<file path="config.mk">
export PLATFORM = sky130hd
export DESIGN_NAME = wb_drain_ctrl
export DESIGN_NICKNAME = d
export VERILOG_FILES = /design/src/rtl/wb_drain_ctrl.sv
export SDC_FILE = /design/constraint.sdc
export NUM_CORES = 1
export LEC_CHECK = 0
export BUFFER_PORTS_ARGS = -buffer_cell sky130_fd_sc_hd__buf_2
export CAP_MARGIN = 20
export CORE_AREA = 2 2 122 124
export DETAILED_ROUTE_END_ITERATION = 16
export DIE_AREA = 0 0 124 126
export HOLD_SLACK_MARGIN = 0.05
export PLACE_DENSITY = 0.56
export SLEW_MARGIN = 20
export SYNTH_ARGS = -nofsm -noshare
export SYNTH_HDL_FRONTEND = slang
export SYNTH_SLANG_ARGS = --single-unit
</file>
<file path="constraint.sdc">
create_clock -name clk -period 6.3 [get_ports clk]
set_clock_uncertainty 0.1 [all_clocks]
set_input_delay 0.63 -clock clk [delete_from_list [all_inputs] [get_ports clk]]
set_output_delay 0.63 -clock clk [all_outputs]
set_load 0.005 [all_outputs]
</file>
<file path="src/rtl/wb_drain_ctrl.sv">
// Drains the uncached-store write buffer onto the SRAM-like bus ahead of uncached loads; req rises 1 cycle after work appears.
// Holds req until addr_ok with one FIFO pop per accepted store; `WB_PERF_CNT_EN adds store/load-stall counters (else tied 0).
module wb_drain_ctrl #(
    parameter int ENTRY_W = 68
) (
    input  logic               clk,
    input  logic               reset,
    input  logic               fifo_empty,
    input  logic [ENTRY_W-1:0] fifo_dout,
    output logic               fifo_rd_en,
    input  logic               rd_req,
    input  logic [31:0]        rd_addr,
    input  logic [1:0]         rd_size,
    output logic               rd_addr_ok,
    output logic               rd_data_ok,
    output logic [31:0]        rd_rdata,
    output logic               req,
    output logic               wr,
    output logic [1:0]         size,
    output logic [31:0]        addr,
    output logic [3:0]         wstrb,
    output logic [31:0]        wdata,
    input  logic               addr_ok,
    input  logic               data_ok,
    input  logic [31:0]        rdata,
    output logic               wb_idle,
    output logic [31:0]        perf_wr_cnt,
    output logic [31:0]        perf_rd_stall_cnt
);

    typedef enum logic [2:0] {
        IDLE   = 3'd0,
        W_ADDR = 3'd1,
        W_DATA = 3'd2,
        R_ADDR = 3'd3,
        R_DATA = 3'd4
    } state_t;

    state_t      state;
    state_t      state_nxt;
    state_t      arb_state;
    logic [31:0] ld_addr;
    logic [1:0]  ld_size;
    logic        ld_take;
    logic [3:0]  head_wstrb;
    logic [31:0] head_addr;
    logic [31:0] head_data;

    assign head_wstrb = fifo_dout[67:64];
    assign head_addr  = fifo_dout[63:32];
    assign head_data  = fifo_dout[31:0];

    // Non-contiguous or empty strobe patterns fall back to a full word transfer.
    function automatic logic [1:0] strb_size(input logic [3:0] s);
        case (s)
            4'b1111:                             return 2'd2;
            4'b0011, 4'b1100:                    return 2'd1;
            4'b0001, 4'b0010, 4'b0100, 4'b1000:  return 2'd0;
            default:                             return 2'd2;
        endcase
    endfunction

    // Stores always win; a waiting load only goes once the buffer is empty.
    always_comb begin
        arb_state = IDLE;
        if (!fifo_empty) begin
            arb_state = W_ADDR;
        end else if (rd_req) begin
            arb_state = R_ADDR;
        end
    end

    always_comb begin
        state_nxt  = state;
        req        = 1'b0;
        wr         = 1'b0;
        size       = 2'd0;
        addr       = 32'd0;
        wstrb      = 4'd0;
        wdata      = 32'd0;
        fifo_rd_en = 1'b0;
        rd_addr_ok = 1'b0;
        rd_data_ok = 1'b0;
        rd_rdata   = 32'd0;
        case (state)
            IDLE: begin
                state_nxt = arb_state;
            end
            W_ADDR: begin
                req   = 1'b1;
                wr    = 1'b1;
                size  = strb_size(head_wstrb);
                addr  = head_addr;
                wstrb = head_wstrb;
                wdata = head_data;
                if (addr_ok) begin
                    fifo_rd_en = 1'b1;
                    state_nxt  = W_DATA;
                end
            end
            W_DATA: begin
                if (data_ok) begin
                    state_nxt = arb_state;
                end
            end
            R_ADDR: begin
                req  = 1'b1;
                size = ld_size;
                addr = ld_addr;
                if (addr_ok) begin
                    rd_addr_ok = 1'b1;
                    state_nxt  = R_DATA;
                end
            end
            R_DATA: begin
                if (data_ok) begin
                    rd_data_ok = 1'b1;
                    rd_rdata   = rdata;
                    state_nxt  = arb_state;
                end
            end
            default: begin
                state_nxt = IDLE;
            end
        endcase
    end

    assign ld_take = (state != R_ADDR) && (state_nxt == R_ADDR);

    always_ff @(posedge clk or posedge reset) begin
        if (reset) begin
            state   <= IDLE;
            ld_addr <= 32'd0;
            ld_size <= 2'd0;
        end else begin
            state <= state_nxt;
            if (ld_take) begin
                ld_addr <= rd_addr;
                ld_size <= rd_size;
            end
        end
    end

    assign wb_idle = (state == IDLE) && fifo_empty;

`ifdef WB_PERF_CNT_EN
    logic [31:0] wr_cnt_q;
    logic [31:0] stall_cnt_q;
    logic        rd_stall;

    // A load is stalled whenever it is waiting behind a queued or in-flight store.
    assign rd_stall = rd_req
                   && (state == IDLE || state == W_ADDR || state == W_DATA)
                   && (!fifo_empty || state != IDLE);

    always_ff @(posedge clk or posedge reset) begin
        if (reset) begin
            wr_cnt_q    <= 32'd0;
            stall_cnt_q <= 32'd0;
        end else begin
            if (fifo_rd_en) begin
                wr_cnt_q <= wr_cnt_q + 32'd1;
            end
            if (rd_stall) begin
                stall_cnt_q <= stall_cnt_q + 32'd1;
            end
        end
    end

    assign perf_wr_cnt       = wr_cnt_q;
    assign perf_rd_stall_cnt = stall_cnt_q;
`else
    assign perf_wr_cnt       = 32'd0;
    assign perf_rd_stall_cnt = 32'd0;
`endif

endmodule

</file>
After elaboration in Yosys (flattened, before gate mapping)
Cells that the tools add are included.
{"block": "word_totals", "ff_bits": 37, "latchBits": 0, "ramBits": 0, "romBits": 0, "inputBits": 140, "out_inout_bits": 172, "n_memories": 0}
{"block": "classes", "add_sub_neg": 0, "mul": 0, "div": 0, "order_cmp": 0, "eq_ne": 12, "shift": 0, "n_mux": 20, "n_bitwise": 0, "reduce_logical": 7}
{"cell": "32-bit two-way mux", "n": 3}
{"cell": "32-bit one-hot mux with 2 select lines", "n": 1}
{"cell": "3-bit one-hot mux with 4 select lines", "n": 1}
{"cell": "3-bit by 2-bit == test with 1-bit output, second input constant", "n": 3}
{"cell": "3-bit two-way mux", "n": 3}
{"cell": "4-bit by 2-bit == test with 1-bit output, second input constant", "n": 2}
{"cell": "4-bit == test, second input constant", "n": 2}
{"cell": "2-bit one-hot mux with 2 select lines", "n": 2}
{"cell": "1-bit two-way mux", "n": 7}
{"cell": "2-bit OR reduction", "n": 3}
{"cell": "4-bit by 1-bit == test with 1-bit output, second input constant", "n": 1}
{"cell": "4-bit by 3-bit == test with 1-bit output, second input constant", "n": 1}
{"cell": "2-bit two-way mux", "n": 2}
{"cell": "4-bit two-way mux", "n": 1}
{"cell": "4-bit OR reduction", "n": 1}
{"cell": "3-bit by 1-bit == test with 1-bit output, second input constant", "n": 1}
{"cell": "3-bit == test, second input constant", "n": 1}
{"cell": "3-bit zero test", "n": 1}
{"cell": "3-bit by 2-bit inequality test with 1-bit output, second input constant", "n": 1}
{"cell": "1-bit logical AND", "n": 2}

Longest topological paths before layout
Gate-level depths: netlist of the first run.
{"block": "logic_depth", "depth_word": 6, "ltp_mapped": 7, "depth_no_buf": 5}

Least setup slack after synthesis of the first run
Ideal clock, no wire load.
{"block": "synth_path", "kind": "input to register", "startpoint": "input port rd_req", "endpoint": "register ld_addr[17]", "t_arrival_ps": 2055, "required_time_ps": 6075, "slack_ps": 4020, "cell_stages": 6, "n_path_buf": 1, "cell_sequence": "nand2_1 > a2111oi_2 > nor2_1 > a211oi_4 > buf_6 > mux2_2"}
{"block": "synth_via", "elab_chain_len": 6}
{"element": "start: declaration", "line_no": "11", "rtl": "input logic rd_req,"}
{"element": "2-bit two-way mux *", "line_no": "68", "rtl": "end else if (rd_req) begin"}
{"element": "2-bit two-way mux *", "line_no": "66", "rtl": "if (!fifo_empty) begin"}
{"element": "3-bit two-way mux", "line_no": "102, 116"}
{"element": "3-bit one-hot mux with 4 select lines *", "line_no": "85", "rtl": "case (state)"}
{"element": "3-bit by 2-bit == test with 1-bit output *", "line_no": "128", "rtl": "assign ld_take = (state != R_ADDR) && (state_nxt == R_ADDR);"}
{"element": "1-bit logical AND *", "line_no": "128"}
{"element": "end signal: assignment", "line_no": "138", "rtl": "ld_addr <= rd_addr;"}
{"element": "end: declaration", "line_no": "42", "rtl": "logic [31:0] ld_addr;"}
Mark *: on every way between the ends. The rest lies on a longest branch, timed or not.
A chain may end at the register's enable or synchronous reset.

Final worst setup path of the first run
{"block": "layout_path", "startpoint": "register state[1]", "endpoint": "register ld_addr[6]"}
{"block": "layout_via", "elab_chain_len": 5, "elab_cells_between_ends": 13}
{"element": "start: declaration", "line_no": "39", "rtl": "state_t state;"}
{"element": "start signal: assignment", "line_no": "136", "rtl": "state <= state_nxt;"}
{"element": "3-bit == test / 3-bit by 2-bit == test with 1-bit output (equally long branches)", "line_no": "85"}
{"element": "2-bit OR reduction (no line)"}
{"element": "3-bit one-hot mux with 4 select lines", "line_no": "85"}
{"element": "3-bit by 2-bit == test with 1-bit output", "line_no": "128"}
{"element": "1-bit logical AND *", "line_no": "128"}
Marked as above.

==> flow_metrics.tcl, run 1 <==
set metrics [dict create \
    status "finished, final reports clean" \
    floorplan.initialDensity 0.211 \
    power_mw 1.65 \
    setup_repair_after_global_routing_missed_its_margin "false" \
    max_slew_headroom 0.587 \
    detail_route.wirelength_microns 10800 \
    layout.core_utilization 0.306 \
    number_of_gates_given_a_new_drive_strength_after_cts 0 \
    cts.path.max_buffers 2 \
    critPathRequiredTime_ns 6.36 \
    hpwl_microns 8880 \
    first_pass_iters 4 \
    ant_nets 0 \
    num_vias 2877 \
    netlist-cell-type-count 28 \
    drc_errors 0 \
    type_of_destination_of_the_critical_path "flop" \
    netlist_instances 332 \
    rows 44 \
    detail_route.wl_per_cell_microns 14.3 \
    synth_largest_type_area_fraction 0.307 \
    cts_inserted_buffers 5 \
    worst-setup-path-type "reg2reg" \
    tritoncts "done" \
    area_growth_pct 45.0 \
    hp-class "in2async" \
    critical_path.max_fanout 33 \
    buffers_added_on_ports 247 \
    synth_largest_area_cell "sky130_fd_sc_hd__dfrtp_1" \
    viasPerCell 3.81 \
    final_common_cell "sky130_fd_sc_hd__buf_2" \
    maximum_number_of_pins_on_one_net_before_global_route_repair 39 \
    ys_seq_area_frac 0.307 \
    grt_remaining_overflow 0 \
    clock_sink_count 37 \
    layout_worst_path_cycle_share 0.491 \
    nets 710 \
    timing.final.setup_violations 0 \
    peakVddDrop_uv 191 \
    power_density_mw_per_mm2 378 \
    cap_violations 0 \
    worstMarginPinSlew_ns 0.619 \
    finalHoldViolCount 0 \
    total_of_fill_cells_in_the_finished_design 1568 \
    path_clk_slew_ns 0.06 \
    yosys_warnings 0 \
    netlist_area_sq_mm 0.00302 \
    final.min_clock_period_ns 3.10 \
    most-common-layout-cells "247 x sky130_fd_sc_hd__buf_2, 69 x sky130_fd_sc_hd__and2_1, 64 x sky130_fd_sc_hd__conb_1" \
    placeable_core_region_sq_mm 0.0143 \
    cts_hold_buffers 0 \
    die_width_microns 124 \
    htreeDepth 2 \
    finalWeightedCongestion 0.765 \
    power.static_leakage_nw 2.53 \
    grt_pass1_wl_microns 15400 \
    critical_path.startpoint_type "flop" \
    synth.ff_latch_count 37 \
    syn-mean-instance-area_sq_um 9.09 \
    synth_top_cells_by_area "sky130_fd_sc_hd__dfrtp_1 31%, sky130_fd_sc_hd__buf_4 16%, sky130_fd_sc_hd__and2_1 14%" \
    die-height_microns 126 \
    initial_antenna_violation_count 1 \
    io_pins 312 \
    die-area_sq_mm 0.0156 \
    post_route_cells_drive_above_1_share 0.522 \
    maxClockFrequency_mhz 323 \
    fin_setup_tns_ns 0 \
    drt_first_iter_violations 80 \
    first_global_vias 2660 \
    cts_post_setup_buffers_inserted 0 \
    insertion_delay_ns 0.28 \
    clockRootBuffer "sky130_fd_sc_hd__clkbuf_16" \
    arrival_ns 3.16 \
    global_route.usage.total 0.129 \
    maxSlewViolCount 0 \
]
-- critical path: stages, from the launching register on --
cell and delay (ns):
sky130_fd_sc_hd__dfrtp_2 0.49, sky130_fd_sc_hd__buf_4 0.50, sky130_fd_sc_hd__inv_2 0.15, sky130_fd_sc_hd__a2111oi_2 0.30, sky130_fd_sc_hd__nor2_1 0.12, sky130_fd_sc_hd__a211oi_4 0.50, sky130_fd_sc_hd__buf_4 0.43, sky130_fd_sc_hd__mux2_2 0.38
-- through the flow --
stage	std cells	cell area, sq um	hold slack [ns]	worst slack [ns]
after CTS	755	4370	0.369	3.00
after global placement	747	4180	0.381	3.12
after global routing	755	4370	0.404	2.96
final	756	4380	0.353	3.20
after floorplan	395	3250	0.358	4.02
after detailed placement	747	4180	0.380	3.09
-- registers in the layout, indices dropped and copies added, names as in the netlist --
name and cells:
ld_size 2, ld_addr 32, state 3
-- logic make-up after synthesis --
family | count (synthesis) | share of synthesized area
buf+inv | 89 | 0.201
simple gates | 122 | 0.216
other cells | 1 | 0.00124
flops | 37 | 0.307
xor+xnor | 1 | 0.00290
compound gates | 16 | 0.0394
mux | 66 | 0.233
-- cell usage after synthesis --
library cell and n:
sky130_fd_sc_hd__mux2_1 3, sky130_fd_sc_hd__a31oi_1 4, sky130_fd_sc_hd__a211oi_4 1, sky130_fd_sc_hd__nand2b_1 1, sky130_fd_sc_hd__conb_1 1, sky130_fd_sc_hd__mux2_2 31, sky130_fd_sc_hd__and2_1 69, sky130_fd_sc_hd__buf_1 3
sky130_fd_sc_hd__nor4_1 1, sky130_fd_sc_hd__buf_2 5, sky130_fd_sc_hd__dfrtp_1 37, sky130_fd_sc_hd__inv_2 1, sky130_fd_sc_hd__a21oi_1 4, sky130_fd_sc_hd__nand2_1 5, sky130_fd_sc_hd__o21ai_0 3, sky130_fd_sc_hd__nor2_1 41
sky130_fd_sc_hd__a21o_1 2, sky130_fd_sc_hd__inv_1 4, sky130_fd_sc_hd__buf_6 3, sky130_fd_sc_hd__xor2_1 1, sky130_fd_sc_hd__mux2i_1 32, sky130_fd_sc_hd__nor3_1 1, sky130_fd_sc_hd__clkbuf_1 8, sky130_fd_sc_hd__buf_4 65
sky130_fd_sc_hd__nor3_2 1, sky130_fd_sc_hd__a22o_1 1, sky130_fd_sc_hd__and3_1 3, sky130_fd_sc_hd__a2111oi_2 1
-- area by class of cell --
type	instances	area, sq um	area share
diodes	1	2.50	0.000572
clock buffers	5	125	0.0286
clock inverters	3	65.1	0.0149
inverters	5	18.8	0.00429
multi-input cells	269	1730	0.396
flip-flops and latches	37	927	0.212
well taps	184	230	0.0526
repair buffers	252	1270	0.291
-- report_power, final --
part | internal (mW) | switching [mW]
registers | 0.361 | 0.0842
logic | 0.452 | 0.432
clock network | 0.226 | 0.0970
-- worst paths after layout --
check,start,end,slack [ns],cells after the start
min reg2reg,ld_addr[16],ld_addr[16],0.40,1
min in group clk,ld_addr[16],ld_addr[16],0.40,1
max in group asynchronous,reset,state[1],5.39,3
max,state[1],ld_addr[6],3.20,7
max reg2reg,state[1],ld_addr[6],3.20,7
min,reset,ld_addr[5],0.35,3
-- routing by layer --
| metal | GRT usage | wire (microns) |
|---|---|---|
| met5 | 0 | 0 |
| met2 | 0.218 | 5230 |
| met3 | 0.0326 | 1080 |
| met1 | 0.165 | 4390 |
| met4 | 0.0297 | 91 |
Note: power is estimated with default switching activity, not from simulation.
==> run 2: changes to the inputs <==
CORE_AREA = 2 2 119 121   (was 2 2 122 124)
DIE_AREA = 0 0 121 123   (was 0 0 124 126)
PLACE_DENSITY = 0.58   (was 0.56)
clock period = 3.02 ns   (was 6.3 ns; I/O delays follow)
==> flow_metrics.tcl, run 2 (synthesis gave the netlist of run 1 again) <==
set metrics [dict create \
    min-delay-start "rd_addr[16]" \
    die-area_sq_mm 0.0149 \
    diodes 0 \
    area_growth_pct 43.3 \
    maxClockFrequency_mhz 417 \
    nets 712 \
    critPathRequiredTime_ns 2.62 \
    setup_slack_reg_to_reg_ns 0.72 \
    regMostFlops "ld_addr" \
    final.min_clock_period_ns 2.40 \
    wl_met2_microns 4820 \
    pre_cts_ws_ns 0.729 \
    detail_route.wirelength_microns 10200 \
    total_of_fill_cells_in_the_finished_design 1487 \
    hp-class "in2reg" \
    largest_registers "ld_addr: 32 flops, state: 3 flops, ld_size: 2 flops" \
    fin_setup_tns_ns 0 \
    routed-wl-met3_microns 845 \
    power_density_mw_per_mm2 760 \
    io_pins 312 \
    status "finished, final reports clean" \
    maximum_number_of_pins_on_one_net_before_global_route_repair 39 \
    tritoncts "done" \
    clock_sink_count 37 \
    cap_violations 0 \
    hpwl_microns 8300 \
    power.static_leakage_nw 2.52 \
    timing.final.setup_violations 0 \
    grt_pass1_wl_microns 14700 \
    critical_path.slowest_cell "sky130_fd_sc_hd__dfrtp_1" \
    placed_instance_count 744 \
    first_pass_iters 4 \
    hold-path-endpoint "ld_addr[16]" \
    viasPerCell 3.88 \
    arrival_ns 2.00 \
    initial_antenna_violation_count 0 \
    number_of_flip_flops_in_the_largest_register 32 \
    cts.path.max_buffers 2 \
    maxSlewViolCount 0 \
    regToRegStartpoint "state[1]" \
    reg_to_reg_endpoint "ld_addr[11]" \
    met1_layer_wirelength_in_the_final_routing_microns 4280 \
    highest_layer_used_for_signal_routing "met4" \
    grt_remaining_overflow 0 \
    placeable_core_region_sq_mm 0.0136 \
    finalWeightedCongestion 0.792 \
    peakVddDrop_uv 324 \
    global_route.usage.total 0.127 \
    cts_hold_buffers 1 \
    layout_worst_path_cycle_share 0.795 \
    number_of_gates_given_a_new_drive_strength_after_cts 0 \
    drc_errors 0 \
    buffers_added_on_ports 247 \
    type_of_destination_of_the_critical_path "output pin" \
    timing.critical_path.cells "nand2b_1 -> buf_4 -> nor2_2 -> buf_4 -> and2_1 -> buf_2" \
    num_vias 2919 \
    max_slew_headroom 0.643 \
    worst_path_most_repeated_cell "sky130_fd_sc_hd__buf_4" \
    critical_path.max_fanout 38 \
    most-common-layout-cells "247 x sky130_fd_sc_hd__buf_2, 69 x sky130_fd_sc_hd__and2_1, 64 x sky130_fd_sc_hd__conb_1" \
    floorplan.initialDensity 0.222 \
    cts_post_setup_buffers_inserted 0 \
    worst_path_buf_inv 3 \
    layout_setup_ws_ns 0.619 \
    insertion_delay_ns 0.27 \
    setup_repair_after_global_routing_missed_its_margin "false" \
    count_of_placed_standard_cells_in_the_final_layout_fillers_left_out 752 \
    final_common_cell "sky130_fd_sc_hd__buf_2" \
    worst_setup_path_startpoint "state[0]" \
    worst-setup-path-type "reg2out" \
    ff2ff_path_depth 6 \
    critical_path.startpoint_type "flop" \
    clockRootBuffer "sky130_fd_sc_hd__clkbuf_16" \
    die-height_microns 123 \
    first_global_vias 2654 \
    detail_route.wl_per_cell_microns 13.5 \
    critical-path-top-delay-family "buffers and inverters" \
    htreeDepth 2 \
    post_route_cells_drive_above_1_share 0.519 \
    rows 43 \
    worstMarginPinSlew_ns 0.535 \
    worst_hold_path.num_cells 2 \
    drt_first_iter_violations 116 \
    path_clk_slew_ns 0.06 \
    finalHoldViolCount 0 \
    cts_inserted_buffers 5 \
    ant_nets 0 \
    die_width_microns 121 \
    max_stage_delay_ns 0.55 \
]
[run 2: cell count changes in the layout (fill, tap and decap cells not counted)]
cell	before	now
sky130_fd_sc_hd__diode_2	1	0
sky130_fd_sc_hd__clkbuf_1	0	1
sky130_fd_sc_hd__dlygate4sd3_1	0	1
sky130_fd_sc_hd__buf_4	5	6
sky130_fd_sc_hd__nor2_4	1	0
sky130_fd_sc_hd__bufinv_16	2	0
sky130_fd_sc_hd__nor2_2	0	1
[run 2: worst max path at each step]
stage,cells past startpoint,slack (ns),to
2_1_floorplan,7,0.98,ld_addr[17]
3_3_place_gp,6,0.77,ld_addr[26]
3_5_place_dp,6,0.73,ld_addr[11]
4_1_cts,6,0.58,wdata[20]
5_1_grt,6,0.44,wdata[20]
6_report,6,0.62,wdata[20]
[run 2: where the power goes]
group | total [mW] | switching [mW] | internal [mW]
Sequential | 0.934 | 0.180 | 0.754
Combinational | 1.86 | 0.914 | 0.950
Clock | 0.488 | 0.188 | 0.300
[run 2: cell type report]
class,count,area (sq um),area share
Clock buffer,6,129,0.0298
Clock inverter,1,5.00,0.00116
Inverter,5,18.8,0.00434
Multi-Input combinational cell,269,1730,0.400
Sequential cell,37,927,0.214
Tap cell,180,225,0.0521
Timing Repair Buffer,254,1290,0.299
[run 2: stage by stage]
stage	power [mW]	instance area, sq um	util	hold slack [ns]
after floorplan	2.17	3250	-	0.337
after global placement	2.82	4180	0.307	0.334
after detailed placement	2.83	4180	0.307	0.340
after CTS	3.35	4330	0.318	0.141
after global routing	3.58	4330	0.318	0.150
final	3.29	4330	0.318	0.144
[run 2: metal layers]
| metal | global-route usage | vias up |
|---|---|---|
| met5 | 0 | - |
| met3 | 0.0268 | 11 |
| met4 | 0.0407 | 0 |
| met1 | 0.165 | 1302 |
| li1 | - | 1427 |
| met2 | 0.209 | 179 |
